File: config.mk
export PLATFORM = sky130hd
export DESIGN_NAME = pipe_datapath_execute_md
export DESIGN_NICKNAME = d
export VERILOG_FILES = /design/src/rtl/pipe_datapath_execute_md_pkg.sv /design/src/rtl/pipe_datapath_execute_md_div.sv /design/src/rtl/pipe_datapath_execute_md.sv
export SDC_FILE = /design/constraint.sdc
export NUM_CORES = 2
export LEC_CHECK = 0
export ABC_AREA = 0
export CAP_MARGIN = 30
export CORE_MARGIN = 2
export CORE_UTILIZATION = 40
export CTS_CLUSTER_SIZE = 10
export DETAILED_ROUTE_END_ITERATION = 12
export SYNTH_ARGS = -nofsm -noshare
export SYNTH_HDL_FRONTEND = slang
export SYNTH_SLANG_ARGS = --single-unit
File: constraint.sdc
create_clock -name i_clk -period 11.24 [get_ports i_clk]
set_clock_uncertainty 0.1 [all_clocks]
set_input_delay 1.124 -clock i_clk [delete_from_list [all_inputs] [get_ports i_clk]]
set_output_delay 1.124 -clock i_clk [all_outputs]
set_load 0.02 [all_outputs]
File: src/rtl/pipe_datapath_execute_md_pkg.sv
// pipe_datapath_execute_md_pkg: shared encodings for the RV32IM execute stage
package pipe_datapath_execute_md_pkg;
  typedef enum logic [1:0] {MD_IDLE, MD_MUL, MD_DIV, MD_DONE} md_state_e;
  typedef enum logic [2:0] {
    F3_MUL = 3'b000, F3_MULH, F3_MULHSU, F3_MULHU, F3_DIV, F3_DIVU, F3_REM, F3_REMU
  } muldiv_f3_e;
  typedef enum logic [2:0] {
    BR_BEQ = 3'b000, BR_BNE = 3'b001, BR_BLT = 3'b100, BR_BGE = 3'b101, BR_BLTU = 3'b110, BR_BGEU = 3'b111
  } branch_f3_e;
  typedef enum logic [3:0] {
    ALU_ADD, ALU_SUB, ALU_AND, ALU_OR, ALU_XOR, ALU_SLL, ALU_SRL, ALU_SRA, ALU_SLT, ALU_SLTU, ALU_PASSB
  } alu_op_e;
  localparam logic [1:0] PC_PLUS4  = 2'b00;
  localparam logic [1:0] PC_TARGET = 2'b01;
  localparam logic [1:0] PC_ALU    = 2'b10;
  localparam logic [1:0] JUMP_JAL  = 2'b01;
  localparam logic [1:0] JUMP_JALR = 2'b10;
endpackage

File: src/rtl/pipe_datapath_execute_md_div.sv
// pipe_datapath_execute_md_div: iterative restoring divider on unsigned magnitudes
module pipe_datapath_execute_md_div #(
  parameter int XLEN = 32,
  parameter int DIV_STEP = 1
) (
  input  logic            clk,
  input  logic            rst,
  input  logic            start,
  input  logic            en,
  input  logic [XLEN-1:0] dividend,
  input  logic [XLEN-1:0] divisor,
  output logic [XLEN-1:0] quo,
  output logic [XLEN-1:0] rem
);
  logic [XLEN-1:0] r_q, q_q, d_q, r, q;
  logic [XLEN:0] t, sub;
  always_comb begin
    r = r_q;
    q = q_q;
    t = '0;
    sub = '0;
    for (int i = 0; i < DIV_STEP; i++) begin
      t = {r, q[XLEN-1]};
      sub = t - {1'b0, d_q};
      r = sub[XLEN] ? t[XLEN-1:0] : sub[XLEN-1:0];
      q = {q[XLEN-2:0], ~sub[XLEN]};
    end
  end
  always_ff @(posedge clk or posedge rst) begin
    if (rst) begin
      r_q <= '0;
      q_q <= '0;
      d_q <= '0;
    end else if (start) begin
      r_q <= '0;
      q_q <= dividend;
      d_q <= divisor;
    end else if (en) begin
      r_q <= r;
      q_q <= q;
    end
  end
  assign quo = q_q;
  assign rem = r_q;
endmodule

File: src/rtl/pipe_datapath_execute_md.sv
// pipe_datapath_execute_md: RV32IM execute stage with forwarding, ALU, branch resolve and MUL/DIV
module pipe_datapath_execute_md
  import pipe_datapath_execute_md_pkg::*;
#(
  parameter int XLEN = 32,
  parameter int N_FWD = 3,
  parameter int MUL_LAT = 2,
  parameter int DIV_STEP = 1
) (
  input  logic                      i_clk,
  input  logic                      i_rst,
  input  logic [XLEN-1:0]           i_dp_RD1E,
  input  logic [XLEN-1:0]           i_dp_RD2E,
  input  logic [XLEN-1:0]           i_dp_PCE,
  input  logic [XLEN-1:0]           i_dp_ImmExtE,
  input  logic [(N_FWD-1)*XLEN-1:0] i_fwd_data,
  input  logic [$clog2(N_FWD)-1:0]  i_ForwardAE,
  input  logic [$clog2(N_FWD)-1:0]  i_ForwardBE,
  input  logic                      i_ALUSrcE,
  input  logic [3:0]                i_ALUCtrlE,
  input  logic [1:0]                i_JumpE,
  input  logic                      i_BranchE,
  input  logic [2:0]                i_funct3E,
  input  logic                      i_md_valid,
  input  logic                      i_flushE,
  output logic [XLEN-1:0]           o_dp_ALU,
  output logic [XLEN-1:0]           o_dp_WriteDataE,
  output logic [XLEN-1:0]           o_dp_PC_Plus_immE,
  output logic [1:0]                o_PCSrcE,
  output logic                      o_stallE,
  output logic                      o_md_done
);
  localparam int FW = $clog2(N_FWD);
  localparam int SW = $clog2(XLEN);
  localparam int PW = 2 * XLEN;
  localparam int CW = $clog2(XLEN / DIV_STEP + MUL_LAT + 1);
  logic [XLEN-1:0] src_a, fwd_b, src_b, alu_y;
  logic taken;
  always_comb begin
    src_a = i_dp_RD1E;
    fwd_b = i_dp_RD2E;
    for (int k = 1; k < N_FWD; k++) begin
      if (i_ForwardAE == FW'(k)) src_a = i_fwd_data[(k-1)*XLEN +: XLEN];
      if (i_ForwardBE == FW'(k)) fwd_b = i_fwd_data[(k-1)*XLEN +: XLEN];
    end
  end
  assign src_b = i_ALUSrcE ? i_dp_ImmExtE : fwd_b;
  assign o_dp_WriteDataE = fwd_b;
  assign o_dp_PC_Plus_immE = i_dp_PCE + i_dp_ImmExtE;
  always_comb begin
    alu_y = '0;
    case (i_ALUCtrlE)
      ALU_ADD:   alu_y = src_a + src_b;
      ALU_SUB:   alu_y = src_a - src_b;
      ALU_AND:   alu_y = src_a & src_b;
      ALU_OR:    alu_y = src_a | src_b;
      ALU_XOR:   alu_y = src_a ^ src_b;
      ALU_SLL:   alu_y = src_a << src_b[SW-1:0];
      ALU_SRL:   alu_y = src_a >> src_b[SW-1:0];
      ALU_SRA:   alu_y = $unsigned($signed(src_a) >>> src_b[SW-1:0]);
      ALU_SLT:   alu_y = {{(XLEN-1){1'b0}}, $signed(src_a) < $signed(src_b)};
      ALU_SLTU:  alu_y = {{(XLEN-1){1'b0}}, src_a < src_b};
      ALU_PASSB: alu_y = src_b;
      default:   alu_y = '0;
    endcase
  end
  // Branches compare the forwarded rs2, never the immediate-muxed SrcB.
  logic eq, lt, ltu;
  assign eq  = src_a == fwd_b;
  assign lt  = $signed(src_a) < $signed(fwd_b);
  assign ltu = src_a < fwd_b;
  always_comb begin
    taken = 1'b0;
    case (i_funct3E)
      BR_BEQ:  taken = eq;
      BR_BNE:  taken = ~eq;
      BR_BLT:  taken = lt;
      BR_BGE:  taken = ~lt;
      BR_BLTU: taken = ltu;
      BR_BGEU: taken = ~ltu;
      default: taken = 1'b0;
    endcase
  end
  assign o_PCSrcE = i_md_valid ? PC_PLUS4 :
                    (i_BranchE & taken) ? PC_TARGET :
                    (i_JumpE == JUMP_JAL) ? PC_TARGET :
                    (i_JumpE == JUMP_JALR) ? PC_ALU : PC_PLUS4;
  md_state_e state, nxt;
  logic [CW-1:0] cnt;
  logic [XLEN-1:0] a_q, b_q, dq, dr, quo, rem, md_res, lo, hi, mag_a, mag_b;
  logic [2:0] f3_q;
  logic dz_q, ov_q, is_div, b_zero, ovf, special, start_ok, a_neg, b_neg, sq_neg, sr_neg;
  logic [PW-1:0] mp [MUL_LAT];
  logic signed [PW+1:0] ma, mb;
  assign is_div   = i_funct3E[2];
  assign b_zero   = fwd_b == '0;
  assign ovf      = ~i_funct3E[0] & (src_a == {1'b1, {(XLEN-1){1'b0}}}) & (&fwd_b);
  assign special  = b_zero | ovf;
  assign start_ok = (state == MD_IDLE) & i_md_valid & ~i_flushE;
  assign nxt = i_flushE ? MD_IDLE :
               (state == MD_IDLE) ? (i_md_valid ? (~is_div ? MD_MUL : special ? MD_DONE : MD_DIV) : MD_IDLE) :
               (state == MD_DONE) ? MD_IDLE :
               (cnt == '0) ? MD_DONE : state;
  always_ff @(posedge i_clk or posedge i_rst) begin
    if (i_rst) begin
      state <= MD_IDLE;
      cnt   <= '0;
      a_q   <= '0;
      b_q   <= '0;
      f3_q  <= '0;
      dz_q  <= 1'b0;
      ov_q  <= 1'b0;
      for (int k = 0; k < MUL_LAT; k++) mp[k] <= '0;
    end else begin
      state <= nxt;
      if (start_ok) begin
        a_q  <= src_a;
        b_q  <= fwd_b;
        f3_q <= i_funct3E;
        dz_q <= b_zero;
        ov_q <= ovf;
        cnt  <= is_div ? CW'(XLEN / DIV_STEP - 1) : CW'(MUL_LAT - 1);
      end else if ((state == MD_MUL || state == MD_DIV) && cnt != '0) begin
        cnt <= cnt - 1'b1;
      end
      mp[0] <= PW'(ma * mb);
      for (int k = 1; k < MUL_LAT; k++) mp[k] <= mp[k-1];
    end
  end
  // rs1 is signed for MUL/MULH/MULHSU, rs2 only for MUL/MULH.
  assign ma = {{(XLEN+2){(f3_q[1:0] != 2'b11) & a_q[XLEN-1]}}, a_q};
  assign mb = {{(XLEN+2){~f3_q[1] & b_q[XLEN-1]}}, b_q};
  assign lo = mp[MUL_LAT-1][XLEN-1:0];
  assign hi = mp[MUL_LAT-1][PW-1:XLEN];
  assign a_neg = ~i_funct3E[0] & src_a[XLEN-1];
  assign b_neg = ~i_funct3E[0] & fwd_b[XLEN-1];
  assign mag_a = a_neg ? -src_a : src_a;
  assign mag_b = b_neg ? -fwd_b : fwd_b;
  pipe_datapath_execute_md_div #(.XLEN(XLEN), .DIV_STEP(DIV_STEP)) u_div (
    .clk(i_clk),
    .rst(i_rst),
    .start(start_ok & is_div & ~special),
    .en(state == MD_DIV),
    .dividend(mag_a),
    .divisor(mag_b),
    .quo(dq),
    .rem(dr)
  );
  assign sq_neg = ~f3_q[0] & (a_q[XLEN-1] ^ b_q[XLEN-1]);
  assign sr_neg = ~f3_q[0] & a_q[XLEN-1];
  assign quo = dz_q ? '1 : ov_q ? a_q : (sq_neg ? -dq : dq);
  assign rem = dz_q ? a_q : ov_q ? '0 : (sr_neg ? -dr : dr);
  assign md_res = f3_q[2] ? (f3_q[1] ? rem : quo) : (f3_q[1:0] == 2'b00 ? lo : hi);
  assign o_dp_ALU  = (state == MD_DONE) ? md_res : alu_y;
  assign o_md_done = state == MD_DONE;
  assign o_stallE  = ((state == MD_IDLE & i_md_valid) | state == MD_MUL | state == MD_DIV) & ~i_flushE;
endmodule

* Word level (Yosys, flattened, before mapping)
Cells that the tools add are included.
** Storage, ports and cells
- Bits in registers :: 301
- Bits in latches :: 0
- Memory bits (writable) :: 0
- ROM bits :: 0
- Input port bits :: 211
- Output and inout bits :: 100
- Logic and storage cells :: 137
- Memories :: 0
** Operators by class
- Add/subtract/negate cells :: 9
- Multiply operators :: 1
- Div/mod/pow operators :: 0
- $lt $le $gt $ge :: 4
- Equal/unequal tests :: 27
- Shifts and indexed selects :: 3
- Muxes and demuxes :: 38
- Bitwise operators :: 30
- Reductions and logical operators :: 13
** Operator list (number)
- two-way mux 32 bit :: 22
- case mux 32 bit (11 select lines) :: 1
- < comparator 32 bit :: 4
- negator 32 bit :: 4
- adder 32 bit :: 2
- multiplier 33 x 33 -> 64 bit :: 1
- subtractor 33 x 32 -> 33 bit :: 1
- AND 32 bit :: 1
- == test 32 bit :: 1
- == test 32 bit, second input constant :: 1
- zero test 32 bit :: 1
- bitwise OR 32 bit :: 1
- AND reduction 32 bit :: 1
- left shift 32 x 5 -> 32 bit :: 1
- >> shifter 32 x 5 -> 32 bit :: 1
- >>> shifter 32 x 5 -> 32 bit :: 1
- subtractor 32 bit :: 1
- bitwise XOR 32 bit :: 1
- two-way mux 2 bit :: 10
- == test 4 x 3 -> 1 bit, second input constant :: 4
- AND 1 bit :: 14
- == test 3 bit, second input constant :: 4
- == test 4 bit, second input constant :: 3
- two-way mux 6 bit :: 2
- other kinds (22) :: 42

* Depth between registers and ports, before layout
- Word-level depth :: 12
- Depth in mapped cells :: 31

* Modules after synthesis
A second synthesis with hierarchy kept.
** Unflattened totals
- Cell total of the unflattened synthesis :: 7999
- Area total of the unflattened synthesis :: 67937.7 um^2
** By module, submodules not included
- pipe_datapath_execute_md :: instances 1, cells each 7260, area each 61647.9 um^2, seq. area each 5129.9 um^2
- pipe_datapath_execute_md_div :: instances 1, cells each 739, area each 6289.8 um^2, seq. area each 2402.3 um^2

* Worst setup path after synthesis
Ideal clock, no wire load.
- Kind :: reg-to-reg
- Start :: reg a_q[31]
- End :: reg mp[127] (netlist name)
- Setup time :: 0.133 ns
- Data arrival time :: 8.429 ns
- Required time :: 11.007 ns
- Path slack :: 2.579 ns
- Cell stages (with the launch flop) :: 29
- Buffers on the path :: 4
- Cells stage by stage :: dfrtp_1 clkbuf_1 a21boi_0 clkbuf_1 clkbuf_1 nand2_1 fa_1 fa_1 inv_1 fa_1 fa_1 fa_1 fa_1 fa_1 inv_1 fa_1 inv_1 ha_1 clkbuf_1 nand4_1 or4_1 a211oi_1 nor3_1 o41ai_1 a311oi_1 o21ai_1 a221o_1 mux2i_1 nand4_1
** Between the ends
- Cells in the longest elaborated chain, start to end :: 2
** RTL lines
- from (decl) :: RTL line pipe_datapath_execute_md.sv:90 : logic [XLEN-1:0] a_q, b_q, dq, dr, quo, rem, md_res, lo, hi, mag_a, mag_b;
- from (signal assigned) :: RTL line pipe_datapath_execute_md.sv:117 : a_q <= src_a;
- AND 1 bit :: RTL line pipe_datapath_execute_md.sv:131 : assign ma = {{(XLEN+2){(f3_q[1:0] != 2'b11) & a_q[XLEN-1]}}, a_q};
- multiplier 33 x 33 -> 64 bit * :: RTL line pipe_datapath_execute_md.sv:126 : mp[0] <= PW'(ma * mb);
- to (decl) :: RTL line pipe_datapath_execute_md.sv:93 : logic [PW-1:0] mp [MUL_LAT];
Mark *: on every way between the ends. The rest lies on a longest branch, timed or not.
A chain may end at the register's enable or synchronous reset.

* Final worst setup path
- Start :: reg f3_q[0]
- End :: reg mp[127] (netlist name)
** Between the ends
- Cells in the longest elaborated chain, start to end :: 3
** RTL lines
- from (decl) :: RTL line pipe_datapath_execute_md.sv:91 : logic [2:0] f3_q;
- from (signal assigned) :: RTL line pipe_datapath_execute_md.sv:119 : f3_q <= i_funct3E;
- != test 2 bit :: RTL line pipe_datapath_execute_md.sv:131
- AND 1 bit :: RTL line pipe_datapath_execute_md.sv:131
- multiplier 33 x 33 -> 64 bit :: RTL line pipe_datapath_execute_md.sv:126
Every way passes these cells.

==> reports/metrics.cfg <==
[logic_synthesis]
synth_area_sq_um = 67000
netlist_instances = 7831
synth_most_common_cell = inv_1
yosys_warnings = 0
synth_top_area_frac = 0.338
synthesis.nets = 9587
yosys-top-cells-area = fa_1 (34%), dfrtp_1 (11%), ha_1 (7.8%), inv_1 (7.0%), nand2_1 (6.2%)
yosys.area.top_type = fa_1
synth_edf_count = 0
seq_area_frac_synth = 0.112
synth-seq-cells = 301
async_reset_ff_frac = 1.00
synth.avg_cell_area_sq_um = 8.55
synthDistinctLibCells = 100
netlist_top_cells_count = inv_1 (1250), fa_1 (1129), nand2_1 (1098)
ys_dominant_reg_cell = dfrtp_1

[global_routing]
track_usage = 0.329
grt_overflow = 0
antenna_found_initial = 24
grt_max_degree = 133
grt_pass1_wl_um = 412000
grt_pass1_vias = 59700

[floorplanning]
die_w_um = 413
core-area_sq_um = 167000
initial_core_util = 0.402
row_count = 150
dieHeight_um = 413
io_pins = 311
dieArea_sq_um = 171000

[cells_and_area]
stdcell_area_sq_um = 74100
final-seq-area_sq_um = 7540
areaGrowthSynthToFinish_pct = 10.6
drive_gt1_frac = 0.0607
fillers = 16500
nNetsFinal = 9663
multi_input_area_sq_um = 52800

[route]
vias = 58600
ant_nets = 0
totalWireLength_um = 281000
wl_per_cell_um = 27.7
route.detailed.drc = 0
initialDrtViolationCount = 5846
via_per_inst = 5.78
firstDrtPassIters = 8

[clocking]
ctsResizeCount = 0
htreeDepth = 2
clock-sinks = 301
clk_path_buf_depth = 3
cts_root_buffer = clkbuf_16
cts_buffers = 39
path_clk_slew_ns = 0.06
holdBufCountCts = 0
tritoncts = built
clock_latency_ns = 0.58
cts_setup_buffers = 0

[timing]
fin_tns_setup_ns = 0
drv_slew = 0
rsz0062_at_grt = no
post-route-min-period_ns = 9.75
whs_ns = 0.235
tightest_slew_ns = 1.09
setup_viol = 0
max_freq_mhz = 103
period_share = 0.868
hold_viol_final = 0
relSlewSlack = 0.266

[worst_setup_path]
cp-start-kind = flip-flop
crit_slowest_cell = fa_1
arrival_ns = 10.09
cp-end-kind = flip-flop
reg2regPathDepth = 26
path_buf_inv = 4
cpMostUsedCell = fa_1
max_stage_delay_ns = 0.91
setup.worst_path.class = flip-flop to flip-flop
required_ns = 11.58
path_max_fanout = 31
path_depth = 26
path_delay_family = adder cells

[placed_design]
port-buffer-count = 310
place_congestion = 1.09
postPlaceCellArea_sq_um = 72700
hpwl_um = 227000

[min_path]
hold_class = flip-flop to flip-flop
min_path_cells = 0

[run]
max_cap_viol_count = 0

[run_status]
status = completed

[per-stage QoR]
| stage | worst slack, ns | util | std cells |
|---|---|---|---|
| floorplan | 1.70 | - | 7831 |
| global placement | 1.55 | 0.435 | 10100 |
| detailed placement | 1.63 | 0.436 | 10100 |
| CTS | 1.56 | 0.444 | 10100 |
| global route | 1.18 | 0.444 | 10100 |
| finish | 1.49 | 0.444 | 10100 |
[final timing paths]
kind	start	endpoint	slack, ns
hold reg to reg	mp[91]	lo[27]	0.23
max in group asynchronous	i_rst	u_div.rem[24]	8.71
min in group asynchronous	i_rst	cnt[1]	0.98
hold / removal	mp[91]	lo[27]	0.23
setup reg to reg	f3_q[0]	mp[127]	1.49
setup / recovery	f3_q[0]	mp[127]	1.49
[metal layers]
metal,vias up,global-route usage,part of all wire
li1,25300,-,-
met1,29900,0.458,0.43
met2,2838,0.490,0.43
met3,589,0.0687,0.091
met4,6,0.151,0.055
met5,-,0,0.00015
[registers in the layout, indices dropped and copies added, names as in the netlist]
register   cells
hi            32
u_div.rem     32
ov_q           1
u_div.d_q     32
u_div.quo     32
mp            64
lo            32
a_q           32
b_q           32
cnt            6
dz_q           1
state          2
f3_q           3
[logic make-up (layout without fill, tap and decap cells)]
group	count (synthesis)	after routing	share of synthesized area
xor gates and xnor gates	269	269	0.0352
other	0	10	0
and+or+nand+nor	2251	2251	0.155
adders and majority gates	1545	1545	0.415
buffers and inverters	1763	1859	0.101
AOI/OAI and AO/OA	1459	1459	0.143
muxes	243	243	0.0380
DFF	301	301	0.112
[final cells by class]
cell class                      count  share of cell area
Antenna cell                       10            0.000338
Clock inverter                      9             0.00182
Sequential cell                   301               0.102
Tap cell                         2204              0.0372
Clock buffer                       52              0.0148
Inverter                         1271              0.0645
Multi-Input combinational cell   5767               0.713
Timing Repair Buffer              527              0.0669
[layout by cell type, fill, tap and decap left out, types with 94 or more instances in the layout]
master and count:
clkdlybuf4s50_1 307, o21ai_1 98, and2_1 389, fa_1 1129
mux2i_1 163, ha_1 414, inv_1 1249, buf_4 198
a21oi_1 361, nand2_1 1098, o21ai_0 287, dfrtp_1 295
nor2_1 371, xnor2_1 191, a21o_1 94
Power is left out: the tool's default activity adds up to more than one toggle a clock period on the data nets, which glitch-free logic cannot reach.
